### src/rtl/waveform_sample_packer_pkg.sv
// Shared definitions for the waveform sample packer and its recorder-side consumers.
package waveform_sample_packer_pkg;

  localparam int unsigned DEF_SAMPLE_WIDTH    = 16;
  localparam int unsigned DEF_LANES           = 8;
  localparam int unsigned DEF_TRIGGER_WIDTH   = 8;
  localparam int unsigned DEF_TIMESTAMP_WIDTH = 64;

  // Packed output word width for the default configuration.
  localparam int unsigned DEF_WORD_WIDTH = DEF_SAMPLE_WIDTH * DEF_LANES;

  // Trigger vector as seen by the recorder.
  typedef logic [DEF_TRIGGER_WIDTH-1:0] trig_vec_t;

  // Width of a lane index; a single lane still needs one bit to be a legal vector.
  function automatic int unsigned lane_idx_width(input int unsigned lanes);
    return (lanes > 1) ? $clog2(lanes) : 1;
  endfunction

  // Width of one packed word.
  function automatic int unsigned word_width(input int unsigned sample_w,
                                             input int unsigned lanes);
    return sample_w * lanes;
  endfunction

endpackage

### src/rtl/waveform_sample_packer_if.sv
// Sample-in / packed-word-out bundle between the feeder and the packer.
interface waveform_sample_packer_if
  import waveform_sample_packer_pkg::*;
#(
  parameter int unsigned SAMPLE_WIDTH    = DEF_SAMPLE_WIDTH,
  parameter int unsigned LANES           = DEF_LANES,
  parameter int unsigned TRIGGER_WIDTH   = DEF_TRIGGER_WIDTH,
  parameter int unsigned TIMESTAMP_WIDTH = DEF_TIMESTAMP_WIDTH
);

  localparam int unsigned WORD_W = word_width(SAMPLE_WIDTH, LANES);
  localparam int unsigned LANE_W = lane_idx_width(LANES);

  // Narrow sample side
  logic [SAMPLE_WIDTH-1:0]    in_data;
  logic                       in_valid;
  logic [TRIGGER_WIDTH-1:0]   in_triggers;
  logic [TIMESTAMP_WIDTH-1:0] in_timestamp;

  // Wide word side towards the recorder
  logic [WORD_W-1:0]          out_data;
  logic                       out_valid;
  logic [TRIGGER_WIDTH-1:0]   out_triggers;
  logic [LANE_W-1:0]          out_trig_lane;
  logic [TIMESTAMP_WIDTH-1:0] out_timestamp;

  // Feeder / testbench side
  modport master (
    output in_data, in_valid, in_triggers, in_timestamp,
    input  out_data, out_valid, out_triggers, out_trig_lane, out_timestamp
  );

  // Packer side
  modport slave (
    input  in_data, in_valid, in_triggers, in_timestamp,
    output out_data, out_valid, out_triggers, out_trig_lane, out_timestamp
  );

endinterface

### src/rtl/waveform_sample_packer.sv
// Packs sparse narrow samples into LANES-wide words for the waveform recorder, carrying the
// union of triggers seen during each word and the lane of the first one.
module waveform_sample_packer
  import waveform_sample_packer_pkg::*;
#(
  parameter int unsigned SAMPLE_WIDTH    = DEF_SAMPLE_WIDTH,
  parameter int unsigned LANES           = DEF_LANES,
  parameter int unsigned TRIGGER_WIDTH   = DEF_TRIGGER_WIDTH,
  parameter int unsigned TIMESTAMP_WIDTH = DEF_TIMESTAMP_WIDTH
) (
  input logic                    clk,
  input logic                    rst_n,
  input logic                    i_sync_clear,
  input logic                    i_test_mode,
  waveform_sample_packer_if.slave io_bus
);

  localparam int unsigned LANE_W = lane_idx_width(LANES);
  localparam int unsigned WORD_W = word_width(SAMPLE_WIDTH, LANES);
  localparam logic [LANE_W-1:0] LAST_LANE = LANE_W'(LANES - 1);

  // Word assembly state
  logic [LANE_W-1:0]          r_cnt;
  logic [WORD_W-1:0]          r_word;
  logic [TIMESTAMP_WIDTH-1:0] r_ts_cap;
  logic [SAMPLE_WIDTH-1:0]    r_test_cnt;

  // Trigger accumulation state
  logic [TRIGGER_WIDTH-1:0]   r_acc;
  logic                       r_flag;
  logic [LANE_W-1:0]          r_trig_lane;

  // Registered outputs
  logic [WORD_W-1:0]          r_out_data;
  logic                       r_out_valid;
  logic [TRIGGER_WIDTH-1:0]   r_out_triggers;
  logic [LANE_W-1:0]          r_out_trig_lane;
  logic [TIMESTAMP_WIDTH-1:0] r_out_ts;

  logic [SAMPLE_WIDTH-1:0]    w_sample;
  logic                       w_accept;
  logic                       w_emit;
  logic                       w_trig_hit;
  logic [TRIGGER_WIDTH-1:0]   w_acc_all;
  logic [LANE_W-1:0]          w_first_lane;
  logic [WORD_W-1:0]          w_word_next;

  // sync_clear wins over in_valid, so a clearing cycle never accepts or emits.
  assign w_sample   = i_test_mode ? r_test_cnt : io_bus.in_data;
  assign w_accept   = io_bus.in_valid & ~i_sync_clear;
  assign w_emit     = w_accept & (r_cnt == LAST_LANE);
  assign w_trig_hit = |io_bus.in_triggers;
  assign w_acc_all  = r_acc | io_bus.in_triggers;

  // A trigger arriving on the completing cycle itself is the first one if none preceded it.
  assign w_first_lane = r_flag     ? r_trig_lane :
                        w_trig_hit ? r_cnt       : '0;

  // Current word with the incoming sample dropped into its lane.
  always_comb begin
    w_word_next = r_word;
    w_word_next[int'(r_cnt) * SAMPLE_WIDTH +: SAMPLE_WIDTH] = w_sample;
  end

  // Lane counter, word buffer, lane-0 timestamp and test pattern counter.
  always_ff @(posedge clk or negedge rst_n) begin
    if (!rst_n) begin
      r_cnt      <= '0;
      r_word     <= '0;
      r_ts_cap   <= '0;
      r_test_cnt <= '0;
    end else if (i_sync_clear) begin
      r_cnt      <= '0;
      r_test_cnt <= '0;
    end else if (io_bus.in_valid) begin
      r_word <= w_word_next;
      if (r_cnt == '0) begin
        r_ts_cap <= io_bus.in_timestamp;
      end
      if (i_test_mode) begin
        r_test_cnt <= r_test_cnt + 1'b1;
      end
      r_cnt <= w_emit ? '0 : r_cnt + 1'b1;
    end
  end

  // Trigger accumulator and first-trigger lane capture.
  always_ff @(posedge clk or negedge rst_n) begin
    if (!rst_n) begin
      r_acc       <= '0;
      r_flag      <= 1'b0;
      r_trig_lane <= '0;
    end else if (i_sync_clear) begin
      // Triggers coinciding with the restart belong to the next word, at lane 0.
      r_acc       <= io_bus.in_triggers;
      r_flag      <= w_trig_hit;
      r_trig_lane <= '0;
    end else if (w_emit) begin
      r_acc       <= '0;
      r_flag      <= 1'b0;
      r_trig_lane <= '0;
    end else begin
      r_acc <= w_acc_all;
      if (w_trig_hit && !r_flag) begin
        r_flag      <= 1'b1;
        r_trig_lane <= r_cnt;
      end
    end
  end

  // Output word register; everything except the strobe holds between words.
  always_ff @(posedge clk or negedge rst_n) begin
    if (!rst_n) begin
      r_out_valid     <= 1'b0;
      r_out_data      <= '0;
      r_out_triggers  <= '0;
      r_out_trig_lane <= '0;
      r_out_ts        <= '0;
    end else begin
      r_out_valid <= w_emit;
      if (w_emit) begin
        r_out_data      <= w_word_next;
        r_out_triggers  <= w_acc_all;
        r_out_trig_lane <= w_first_lane;
        r_out_ts        <= r_ts_cap;
      end
    end
  end

  assign io_bus.out_data      = r_out_data;
  assign io_bus.out_valid     = r_out_valid;
  assign io_bus.out_triggers  = r_out_triggers;
  assign io_bus.out_trig_lane = r_out_trig_lane;
  assign io_bus.out_timestamp = r_out_ts;

endmodule

### src/flat_wrapper.sv
// flat-port wrapper written by rule: the top's interface ports become plain ports
module waveform_sample_packer_flat import waveform_sample_packer_pkg::*;
#(
  parameter int unsigned SAMPLE_WIDTH    = DEF_SAMPLE_WIDTH,
  parameter int unsigned LANES           = DEF_LANES,
  parameter int unsigned TRIGGER_WIDTH   = DEF_TRIGGER_WIDTH,
  parameter int unsigned TIMESTAMP_WIDTH = DEF_TIMESTAMP_WIDTH
)
  (clk, rst_n, i_sync_clear, i_test_mode, io_bus_in_data, io_bus_in_valid, io_bus_in_triggers, io_bus_in_timestamp, io_bus_out_data, io_bus_out_valid, io_bus_out_triggers, io_bus_out_trig_lane, io_bus_out_timestamp);
  waveform_sample_packer_if #(.SAMPLE_WIDTH(SAMPLE_WIDTH), .LANES(LANES), .TRIGGER_WIDTH(TRIGGER_WIDTH), .TIMESTAMP_WIDTH(TIMESTAMP_WIDTH)) io_bus_i ();
  input logic clk;
  input logic rst_n;
  input logic i_sync_clear;
  input logic i_test_mode;
  input wire logic [$bits(io_bus_i.in_data)-1:0] io_bus_in_data;
  input wire logic [$bits(io_bus_i.in_valid)-1:0] io_bus_in_valid;
  input wire logic [$bits(io_bus_i.in_triggers)-1:0] io_bus_in_triggers;
  input wire logic [$bits(io_bus_i.in_timestamp)-1:0] io_bus_in_timestamp;
  output wire logic [$bits(io_bus_i.out_data)-1:0] io_bus_out_data;
  output wire logic [$bits(io_bus_i.out_valid)-1:0] io_bus_out_valid;
  output wire logic [$bits(io_bus_i.out_triggers)-1:0] io_bus_out_triggers;
  output wire logic [$bits(io_bus_i.out_trig_lane)-1:0] io_bus_out_trig_lane;
  output wire logic [$bits(io_bus_i.out_timestamp)-1:0] io_bus_out_timestamp;
  assign io_bus_i.in_data = io_bus_in_data;
  assign io_bus_i.in_valid = io_bus_in_valid;
  assign io_bus_i.in_triggers = io_bus_in_triggers;
  assign io_bus_i.in_timestamp = io_bus_in_timestamp;
  assign io_bus_out_data = io_bus_i.out_data;
  assign io_bus_out_valid = io_bus_i.out_valid;
  assign io_bus_out_triggers = io_bus_i.out_triggers;
  assign io_bus_out_trig_lane = io_bus_i.out_trig_lane;
  assign io_bus_out_timestamp = io_bus_i.out_timestamp;
  waveform_sample_packer #(.SAMPLE_WIDTH(SAMPLE_WIDTH), .LANES(LANES), .TRIGGER_WIDTH(TRIGGER_WIDTH), .TIMESTAMP_WIDTH(TIMESTAMP_WIDTH)) u_core (.clk(clk), .rst_n(rst_n), .i_sync_clear(i_sync_clear), .i_test_mode(i_test_mode), .io_bus(io_bus_i));
endmodule
### config.mk
export PLATFORM = sky130hd
export DESIGN_NAME = waveform_sample_packer_flat
export DESIGN_NICKNAME = d
export VERILOG_FILES = /design/src/rtl/waveform_sample_packer_pkg.sv /design/src/rtl/waveform_sample_packer_if.sv /design/src/rtl/waveform_sample_packer.sv /design/src/flat_wrapper.sv
export SDC_FILE = /design/constraint.sdc
export NUM_CORES = 1
export LEC_CHECK = 0
export BUFFER_PORTS_ARGS = -buffer_cell sky130_fd_sc_hd__buf_2
export CORE_ASPECT_RATIO = 1.1
export CORE_MARGIN = 5
export CORE_UTILIZATION = 53
export CTS_BUF_LIST = sky130_fd_sc_hd__clkbuf_2
export CTS_CLUSTER_DIAMETER = 100
export DETAILED_ROUTE_END_ITERATION = 8
export HOLD_SLACK_MARGIN = 0.1
export PLACE_DENSITY = 0.83
export SLEW_MARGIN = 20
export SYNTH_ARGS = -nofsm -noshare
export SYNTH_HDL_FRONTEND = slang
export SYNTH_SLANG_ARGS = --single-unit
export TNS_END_PERCENT = 5
### constraint.sdc
create_clock -name clk -period 2.7 [get_ports clk]
set_input_delay 0.135 -clock clk [delete_from_list [all_inputs] [get_ports clk]]
set_output_delay 0.135 -clock clk [all_outputs]
set_load 0.03 [all_outputs]
==> impl_metrics.py <==
metrics = {
    "status": {
        "outcome": "complete, no violations",
    },
    "synth": {
        "synth_compound_area_share_pct": 8.46,
        "synth_common_cells": "nand2_1, dfrtp_1, o21ai_0",
        "ys_ff_latch": 427,
        "yosys.area_share.simple_pct": 15.8,
        "synth_seq_area_share_pct": 59.4,
        "synth_top_family_by_area": "simple AND/OR/NAND/NOR gates",
        "synth_area_leaders": "dfrtp_1, nand2_1, mux2i_1",
        "synth_cells": 1763,
        "yosys.area.top_type_share_pct": 59.4,
        "synth_xor_xnor_area_share_pct": 0.584,
        "yosys-mux-area-fraction_pct": 12.3,
        "avgSynthCellArea_sq_um": 10.2,
        "yosys_warnings": 0,
        "synth_fa_ha_area_share_pct": 0.626,
        "synth_fp_nets": 1865,
        "async_flop_share_pct": 100,
        "netlist.top_cell.by_area": "dfrtp_1",
        "synth_edf_count": 0,
        "synth_ff_type": "dfrtp_1",
        "yosysUniqueCellTypes": 41,
        "yosysMostFrequentCell": "nand2_1",
        "synthesis.area_sq_mm": 0.0180,
    },
    "cts": {
        "htreeDepth": 3,
        "cts_max_path_buffers": 3,
        "clk_latency_ns": 1.03,
        "cts_tree": "yes",
        "post-cts-setup-buffers": 0,
        "cts_sinks": 427,
        "clk_pin_slew_ns": 0.11,
        "cts_inserted_buffers": 101,
        "cts-root-buf": "clkbuf_2",
    },
    "finish": {
        "drive_gt1_share_pct": 25.3,
        "finalInstanceArea_sq_mm": 0.0227,
        "area_delta_synth_final_pct": 26.4,
        "fillers": 2412,
        "fin_nets": 2381,
        "instances_no_fill": 2767,
    },
    "routing": {
        "firstDrtPassIters": 5,
        "drc": 0,
        "wl_per_cell_um": 20.9,
        "vias": 15600,
        "drtIter0Drc": 1522,
        "final_antenna_net_count": 0,
        "drt_wl_total_mm": 57.8,
        "viasPerCell": 5.64,
    },
    "timing": {
        "worst_pin_slew_ns": 0.981,
        "slew_headroom_pct": 34.5,
        "setup_viol": 0,
        "hold_slack_ns": 0.166,
        "finalCritPeriodShare_pct": 92.3,
        "max_freq_mhz": 401,
        "rsz0062_at_grt": "no",
        "clock_skew_ns": 0.114,
        "final_max_slew_viol_count": 0,
        "period_minus_slack_ns": 2.49,
        "finalHoldViolCount": 0,
        "tns_ns": 0,
    },
    "grt": {
        "grt.total_usage_pct": 30.1,
        "antenna_found_initial": 2,
        "use_met1_pct": 37.7,
        "grt_max_degree": 125,
        "grt_busiest_layer": "met2",
        "first_global_vias": 16200,
        "grtUsageMet3_pct": 7.42,
        "overflow": 0,
        "grtUsageMet2_pct": 48.3,
        "grt_pass1_wl_mm": 88.9,
    },
    "worst_setup_path": {
        "cp-start-kind": "register",
        "crit_type": "reg -> reg",
        "timing.rr.start": "u_core.r_cnt[0]",
        "required_ns": 3.49,
        "arrival_ns": 3.28,
        "rrSetupSlack_ns": 0.21,
        "worstSetupEndpointType": "register",
        "path_max_fanout": 16,
        "reg2reg_to": "u_core.io_bus.out_data[38]",
        "ff2ff_path_depth": 6,
    },
    "floorplan": {
        "die_y_um": 203,
        "start_util_pct": 53.9,
        "core_region_area_sq_mm": 0.0334,
        "die_x_um": 186,
        "die-area_sq_mm": 0.0377,
        "rows": 70,
        "num_io_pins": 297,
    },
    "place": {
        "place_inst": 2433,
        "place_hpwl_mm": 35.3,
        "portBuffers": 296,
        "place_area_sq_mm": 0.0201,
        "place.gp.congestion": 0.894,
    },
    "pwr": {
        "p_per_area_mw_per_mm2": 545,
        "total_power_mw": 12.4,
        "ir_drop_mv": 0.368,
        "p_leak_nw": 11.6,
    },
    "worst_hold_path": {
        "hp-start": "io_bus_in_valid",
        "min_path_cells": 5,
        "whs_endpoint": "u_core.r_trig_lane[0]",
        "hold_class": "in -> reg",
    },
    "job": {
        "max_cap_viol_count": 0,
    },
}
cell type report:
class                           instances  area [sq um]  share of cell area [%]
Sequential cell                       427         10700                    47.0
Multi-Input combinational cell       1215          6830                    30.0
Timing Repair Buffer                  525          3800                    16.7
Clock buffer                          133           666                    2.93
Tap cell                              432           541                    2.38
Clock inverter                         24           184                   0.809
Inverter                                9          35.0                   0.154
Antenna cell                            2          5.00                  0.0220
sequential cells by signal, summed over array words and instances, names as in the netlist:
name and flops:
u_core.r_flag 1, u_core.io_bus.out_trig_lane 3, u_core.io_bus.out_valid 1, u_core.r_word 128, u_core.r_cnt 3, u_core.r_test_cnt 16
u_core.io_bus.out_timestamp 64, u_core.io_bus.out_triggers 8, u_core.r_acc 8, u_core.r_ts_cap 64, u_core.r_trig_lane 3, u_core.io_bus.out_data 128
power by group:
| part | internal (mW) | switching, mW | total (mW) |
|---|---|---|---|
| logic | 0.600 | 0.686 | 1.29 |
| clock network | 1.61 | 2.60 | 4.21 |
| registers | 6.70 | 0.202 | 6.90 |
| total | 8.91 | 3.49 | 12.4 |
cell families after synthesis:
kind of cell	Yosys count
AO/OA/AOI/OAI	288
XOR/XNOR	12
adder cells (fa/ha/maj)	9
buffers and inverters	121
flip-flops	427
multiplexers	211
AND/OR/NAND/NOR	695
placed cells by master (no fill, tap or decap), types with 17 or more instances in the layout:
cell type      count
or3_1             17
nor2_1            99
clkinv_1          18
mux2_2            80
o21ai_0          225
dfrtp_1          427
clkbuf_2         133
dlygate4sd3_1    174
a31oi_1           17
buf_4             43
buf_2            295
mux2i_1          131
a21oi_1           17
nand2_1          523
through the flow:
stage / setup slack (ns) / utilization (%)
2_1_floorplan: 0.188 / -
3_3_place_gp: 0.329 / 60.3
3_5_place_dp: 0.160 / 60.3
4_1_cts: 0.0909 / 68.1
5_1_grt: 0.0396 / 68.2
6_report: 0.208 / 68.2
critical path, cell delays in order, from the launching register on:
cell and delay (ns):
dfrtp_1 0.37, inv_1 0.09, ha_1 0.23, ha_2 0.53, nand3_2 0.57, mux2i_1 0.34
o21ai_0 0.12
what timing repair did:
action	4_1_cts	5_1_grt
hold buffers	175	0
gates resized for setup	0	2
hold endpoints to repair	778	0
endpoints found under the setup margin	0	42
how the worst max path moves through the flow:
stage | start | endpoint | slack [ns]
5_1_grt | u_core.r_cnt[0] | u_core.io_bus.out_data[86] | 0.04
3_3_place_gp | u_core.r_cnt[0] | u_core.io_bus.out_data[37] | 0.33
3_5_place_dp | u_core.r_cnt[0] | u_core.io_bus.out_data[30] | 0.16
2_1_floorplan | u_core.r_cnt[0] | u_core.io_bus.out_data[121] | 0.19
4_1_cts | u_core.r_cnt[0] | u_core.io_bus.out_data[21] | 0.09
6_report | u_core.r_cnt[0] | u_core.io_bus.out_data[38] | 0.21
per-layer routing:
layer | part of all wire (%) | vias up
li1 | - | 6970
met2 | 47 | 863
met1 | 38 | 7553
met4 | 5.9 | 0
met3 | 9.5 | 208
met5 | 0 | -
No activity file was read; power rests on OpenSTA's default activity.
